===== src/rtl/imem_loader.sv =====
// ============================================================================
// Module      : imem_loader
// Description : Byte-stream boot loader that assembles little-endian words,
//               writes them into instruction memory and holds the CPU in
//               reset until an image with a matching XOR checksum is loaded.
// Revision    : 1.0 - initial release
// ============================================================================
`default_nettype none

module imem_loader #(
   parameter int unsigned MAX_WORDS = 1024,
   parameter logic [31:0] ADDR_BASE = 32'h0000_0000
) (
   input  logic        clk,
   input  logic        rst,
   input  logic [7:0]  rx_data,
   input  logic        rx_valid,
   output logic        rx_ready,
   input  logic        restart,
   output logic        mem_we,
   output logic [31:0] mem_addr,
   output logic [31:0] mem_wdata,
   output logic        cpu_rst,
   output logic        done,
   output logic        err
);

   // Low address bits are forced to zero so every write stays word-aligned.
   localparam logic [31:0] c_base = {ADDR_BASE[31:2], 2'b00};

   typedef enum logic [2:0] {
      ST_CNT_LO = 3'd0,
      ST_CNT_HI = 3'd1,
      ST_DATA   = 3'd2,
      ST_CSUM   = 3'd3,
      ST_DONE   = 3'd4,
      ST_ERROR  = 3'd5
   } state_t;

   state_t      state_q, state_d;
   logic        rx_ready_q, rx_ready_d;
   logic [15:0] count_q, count_d;
   logic [15:0] word_cnt_q, word_cnt_d;
   logic [1:0]  byte_idx_q, byte_idx_d;
   logic [23:0] word_q, word_d;
   logic [7:0]  csum_q, csum_d;
   logic        mem_we_q, mem_we_d;
   logic [31:0] mem_addr_q, mem_addr_d;
   logic [31:0] mem_wdata_q, mem_wdata_d;
   logic        done_q, done_d;
   logic        err_q, err_d;
   logic        cpu_rst_q, cpu_rst_d;

   logic        w_hs;
   logic [15:0] w_cnt_full;
   logic [15:0] w_word_cnt_inc;

   assign w_hs           = rx_valid & rx_ready_q;
   assign w_cnt_full     = {rx_data, count_q[7:0]};
   assign w_word_cnt_inc = word_cnt_q + 16'd1;

   always_comb begin
      state_d     = state_q;
      count_d     = count_q;
      word_cnt_d  = word_cnt_q;
      byte_idx_d  = byte_idx_q;
      word_d      = word_q;
      csum_d      = csum_q;
      mem_we_d    = 1'b0;
      mem_addr_d  = mem_addr_q;
      mem_wdata_d = mem_wdata_q;

      // The checksum byte itself is compared, never folded in.
      if (w_hs && (state_q != ST_CSUM)) begin
         csum_d = csum_q ^ rx_data;
      end

      unique case (state_q)
         ST_CNT_LO: begin
            if (w_hs) begin
               count_d[7:0] = rx_data;
               state_d      = ST_CNT_HI;
            end
         end
         ST_CNT_HI: begin
            if (w_hs) begin
               count_d[15:8] = rx_data;
               if ({16'd0, w_cnt_full} > MAX_WORDS) begin
                  state_d = ST_ERROR;
               end else if (w_cnt_full == 16'd0) begin
                  state_d = ST_CSUM;
               end else begin
                  state_d = ST_DATA;
               end
            end
         end
         ST_DATA: begin
            if (w_hs) begin
               word_d     = {rx_data, word_q[23:8]};
               byte_idx_d = byte_idx_q + 2'd1;
               if (byte_idx_q == 2'd3) begin
                  mem_we_d    = 1'b1;
                  mem_wdata_d = {rx_data, word_q};
                  mem_addr_d  = c_base + {14'd0, word_cnt_q, 2'b00};
                  word_cnt_d  = w_word_cnt_inc;
                  if (w_word_cnt_inc == count_q) begin
                     state_d = ST_CSUM;
                  end
               end
            end
         end
         ST_CSUM: begin
            if (w_hs) begin
               state_d = (rx_data == csum_q) ? ST_DONE : ST_ERROR;
            end
         end
         ST_DONE, ST_ERROR: begin
            if (restart) begin
               state_d    = ST_CNT_LO;
               count_d    = 16'd0;
               word_cnt_d = 16'd0;
               byte_idx_d = 2'd0;
               word_d     = 24'd0;
               csum_d     = 8'd0;
               mem_addr_d = c_base;
            end
         end
         default: begin
            state_d = ST_CNT_LO;
         end
      endcase

      rx_ready_d = (state_d == ST_CNT_LO) || (state_d == ST_CNT_HI) ||
                   (state_d == ST_DATA)   || (state_d == ST_CSUM);
      done_d     = (state_d == ST_DONE);
      err_d      = (state_d == ST_ERROR);
      cpu_rst_d  = (state_d == ST_DONE);
   end

   always_ff @(posedge clk or negedge rst) begin
      if (!rst) begin
         state_q     <= ST_CNT_LO;
         rx_ready_q  <= 1'b0;
         count_q     <= 16'd0;
         word_cnt_q  <= 16'd0;
         byte_idx_q  <= 2'd0;
         word_q      <= 24'd0;
         csum_q      <= 8'd0;
         mem_we_q    <= 1'b0;
         mem_addr_q  <= c_base;
         mem_wdata_q <= 32'd0;
         done_q      <= 1'b0;
         err_q       <= 1'b0;
         cpu_rst_q   <= 1'b0;
      end else begin
         state_q     <= state_d;
         rx_ready_q  <= rx_ready_d;
         count_q     <= count_d;
         word_cnt_q  <= word_cnt_d;
         byte_idx_q  <= byte_idx_d;
         word_q      <= word_d;
         csum_q      <= csum_d;
         mem_we_q    <= mem_we_d;
         mem_addr_q  <= mem_addr_d;
         mem_wdata_q <= mem_wdata_d;
         done_q      <= done_d;
         err_q       <= err_d;
         cpu_rst_q   <= cpu_rst_d;
      end
   end

   assign rx_ready  = rx_ready_q;
   assign mem_we    = mem_we_q;
   assign mem_addr  = mem_addr_q;
   assign mem_wdata = mem_wdata_q;
   assign done      = done_q;
   assign err       = err_q;
   assign cpu_rst   = cpu_rst_q;

endmodule

`default_nettype wire


===== config.mk =====
export PLATFORM = sky130hd
export DESIGN_NAME = imem_loader
export DESIGN_NICKNAME = d
export VERILOG_FILES = /design/src/rtl/imem_loader.sv
export SDC_FILE = /design/constraint.sdc
export NUM_CORES = 1
export LEC_CHECK = 0
export CAP_MARGIN = 20
export CORE_ASPECT_RATIO = 0.9
export CORE_MARGIN = 10
export CORE_UTILIZATION = 40
export CTS_BUF_LIST = sky130_fd_sc_hd__clkbuf_16
export DETAILED_ROUTE_END_ITERATION = 6
export GPL_TIMING_DRIVEN = 0
export SLEW_MARGIN = 25
export SYNTH_ARGS = -nofsm -noshare
export SYNTH_HDL_FRONTEND = slang
export SYNTH_SLANG_ARGS = --single-unit

===== constraint.sdc =====
create_clock -name clk -period 2.5 [get_ports clk]
set_input_delay 0.5 -clock clk [delete_from_list [all_inputs] [get_ports clk]]
set_output_delay 0.5 -clock clk [all_outputs]
set_load 0.005 [all_outputs]

==> out/metrics.csv <==
metric,value,unit
outcome,completed,
number of ports placed on the die boundary,81,
via count of the first global-routing pass,4597,
average via count per standard cell,4.95,
shortest clock period the worst path allows after layout,2350,ps
Via Count,4641,
final wirelength,14.3,mm
crit path max-delay cell type,dfrtp_1,
post-synthesis instance area,0.00563,mm²
effective utilization at floorplan,40.5,%
count of fill cells added during filler insertion,1316,
multi-input combinational cell area,0.00237,mm²
combinational family with the most area after synthesis,simple AND/OR/NAND/NOR gates,
die width,145,µm
total area of sequential cells,0.00303,mm²
router iterations before antenna repair,5,
count of final hold-check violations,0,
start-to-end type of the worst setup path,reg2reg,
drt first-iter violations,280,
worst endpoint required time,2800,ps
top achievable clock speed,0.425,GHz
number of placement rows,41,
number of buffers on the longest clock path,2,
Cell variety after synth,48,
"Seq/Total Area, Yosys",53.8,%
minimum setup slack in the final design,149,ps
worst skew pair latency,420,ps
Worst Max-Slew Pin Slew,603,ps
cts bufs inserted,17,
Worst setup EP type,flop,
classification of the worst-slack hold path,in2reg,
max-slew violation count,0,
pin count of the biggest net entering global routing,84,
gr ovfl total,0,
final cycle utilization of the critical path,94.0,%
worst reg2reg endpoint,state_q[0]$_DFF_PN0_,
parity-gate share of the synthesized area counting xor and xnor cells,5.91,%
Worst-path clk slew,50,ps
clock tree root driver cell,clkbuf_16,
PnR Total Power,6.38,mW
cell family contributing the most delay on the critical path,simple AND/OR/NAND/NOR gates,
highest net fanout along the worst path,8,
Max-Cap Viols,0,
most prevalent standard cell on the critical path,nand4_1,
setup slack at placement,-434,ps
core area,0.0139,mm²
count of buffers inserted at the top-level ports,63,
placer's final routability congestion estimate,0.903,
leakage power,3.45,nW
estimated wirelength of the detail-placed design,10.1,mm
critical path endpoint,state_q[0]$_DFF_PN0_,
DIE AREA,0.0192,mm²
post-layout net count,749,
critical path depth,6,
post-synthesis mux area share,0.178,%
count of buffer and inverter cells on the critical path,0,
share of final-layout standard cells stronger than drive strength 1,10.1,%
minimum setup slack among reg-to-reg paths,150,ps
wire length of the first global-routing pass,24.4,mm
worst-case headroom to the max-slew limit,59.8,%
instance count of the mapped netlist,632,
cell breakdown of the critical path,nand4_1 > or3_1 > xnor2_1 > nor4_1 > nand4_1 > o41ai_2,
reg-to-reg critical path startpoint,word_cnt_q[3]$_DFFE_PN0P_,
global router's overall resource usage,15.6,%
worst-case reg-to-reg path depth,6,
vertical die dimension,133,µm
adder-cell share of the synthesized area,0.444,%
Critical Path Source,word_cnt_q[3]$_DFFE_PN0P_,
final core utilization,51.8,%
H-tree levels,4,
antenna violations before repair,0,
remaining antenna violation count,0,
number of remaining DRC errors,0,
post-synthesis to final-layout area growth,27.9,%
arrival time worst endpoint,2650,ps
sort of element at the start of the critical path,flop,
setup repair after global routing missed its margin,no,
simple-gate share of the synthesized area,24.8,%
Power Dens Cells,886,mW/mm²
Synth Area in Compound Gates,9.62,%
total number of clock tree sinks,121,
Slowest Stage Delay on Critical Path,500,ps
most frequent standard cell in the layout excluding fill and tap cells,nand2_1,
most frequent cells in the layout,"218 x nand2_1, 121 x dfrtp_1, 72 x o21ai_0, 62 x clkdlybuf4s50_1, 32 x nor2_1",
clk_skew,7.33,ps
"flops & latches, synth",121,
final count of negative-setup-slack endpoints,0,
number of synthesis warnings,0,
maximum vdd drop,0.000539,V
Antenna diodes,0,
clock tree from TritonCTS,yes,
Mapped Avg Cell Area,8.91,µm²
mean routed wirelength per cell,15.3,µm
## through the flow
stage	hold slack, ps	cells	TNS (ps)	instance area (µm²)
6_report	423	938	0	7200
5_1_grt	459	938	0	7200
3_3_place_gp	459	903	-469910	6560
2_1_floorplan	204	647	0	5690
3_5_place_dp	397	904	-21030	6590
4_1_cts	417	935	0	7170
## what timing repair did
action                                 CTS  global route
gates cloned                             0             0
endpoints found under the hold margin   38             0
buffers inserted                         1             3
hold buffers                             1             0
setup endpoints to repair               41            17
gates resized for setup                  0             2
pin swaps                                1             1
## flip-flops by register name, summed over array words and instances, names as in the netlist, 2 cells and up
| register | cells |
|---|---|
| byte_idx_q | 2 |
| count_q | 16 |
| csum_q | 8 |
| mem_addr | 16 |
| mem_wdata | 32 |
| state_q | 3 |
| word_cnt_q | 16 |
| word_q | 24 |
## cell families after synthesis
| family | count (synthesis) |
|---|---|
| simple gates | 315 |
| xor+xnor | 38 |
| mux | 1 |
| other cells | 1 |
| fa+ha+maj | 2 |
| compound gates | 97 |
| buf+inv | 57 |
| flops | 121 |
## worst register-to-register path, cell delays in order, from the launching register on
cell	delay, ps
dfrtp_1	500
nand4_1	330
or3_1	470
xnor2_1	180
nor4_1	320
nand4_1	170
o41ai_2	260
## worst min path at each step
| stage | start | endpoint | slack (ps) | cells after the start |
|---|---|---|---|---|
| after floorplan | rst | byte_idx_q[0]$_DFFE_PN0P_ | 200 | 0 |
| after global placement | mem_wdata[31]$_DFFE_PN0P_ | mem_wdata[31]$_DFFE_PN0P_ | 460 | 2 |
| after detailed placement | rst | word_cnt_q[3]$_DFFE_PN0P_ | 400 | 1 |
| after CTS | rx_data[2] | mem_wdata[26]$_DFFE_PN0P_ | 420 | 3 |
| after global routing | rx_data[2] | mem_wdata[26]$_DFFE_PN0P_ | 460 | 3 |
| final | rx_data[2] | mem_wdata[26]$_DFFE_PN0P_ | 420 | 3 |
## report_power, final
group | internal [mW] | leakage [nW] | switching [mW]
logic | 0.539 | 1.55 | 0.793
clock network | 1.53 | 0.274 | 0.827
registers | 2.36 | 1.63 | 0.336
## final cells by class
| cell class | instances | share of cell area [%] |
|---|---|---|
| sequential | 121 | 42.1 |
| multi-input combinational | 469 | 33.0 |
| timing repair buffer | 69 | 9.77 |
| clock buffer | 17 | 5.91 |
| buffer | 52 | 3.79 |
| tap | 193 | 3.35 |
| clock inverter | 12 | 1.91 |
| inverter | 5 | 0.261 |
## routing by layer
| metal | GRT usage [%] | up-vias | part of all wire (%) |
|---|---|---|---|
| li1 | - | 2256 | - |
| met1 | 20.9 | 2255 | 47 |
| met2 | 22.8 | 113 | 46 |
| met3 | 5.52 | 17 | 5.8 |
| met4 | 5.39 | 0 | 1.3 |
| met5 | 0 | - | 0 |
## cells in the mapped netlist, drive strengths merged
| library cell | count | area, µm² |
|---|---|---|
| nand2 | 218 | 818 |
| dfrtp | 121 | 3030 |
| o21ai | 72 | 360 |
| nor2 | 34 | 130 |
| buf | 30 | 189 |
| nand3 | 23 | 133 |
| clkbuf | 22 | 83.8 |
| xnor2 | 22 | 193 |
| xor2 | 16 | 140 |
| a21oi | 10 | 50.1 |
| nor4 | 10 | 105 |
| nand4 | 8 | 71.3 |
| nand2b | 6 | 37.5 |
| inv | 5 | 18.8 |
| and3 | 3 | 20.0 |
| o41ai | 3 | 33.8 |
| or3 | 3 | 18.8 |
| a31oi | 2 | 12.5 |
| and2 | 2 | 12.5 |
| ha | 2 | 25.0 |
| nor2b | 2 | 12.5 |
| nor3 | 2 | 10.0 |
| o31ai | 2 | 15.0 |
| or2 | 2 | 12.5 |
| a21o | 1 | 7.51 |
| a22oi | 1 | 7.51 |
| a31o | 1 | 8.76 |
| a32o | 1 | 10.0 |
| a41oi | 1 | 8.76 |
| and4 | 1 | 8.76 |
| conb | 1 | 3.75 |
| mux2i | 1 | 10.0 |
| nand4b | 1 | 8.76 |
| o2111ai | 1 | 8.76 |
| o221ai | 1 | 8.76 |
| o32a | 1 | 10.0 |
Note: power is estimated with default switching activity, not from simulation.
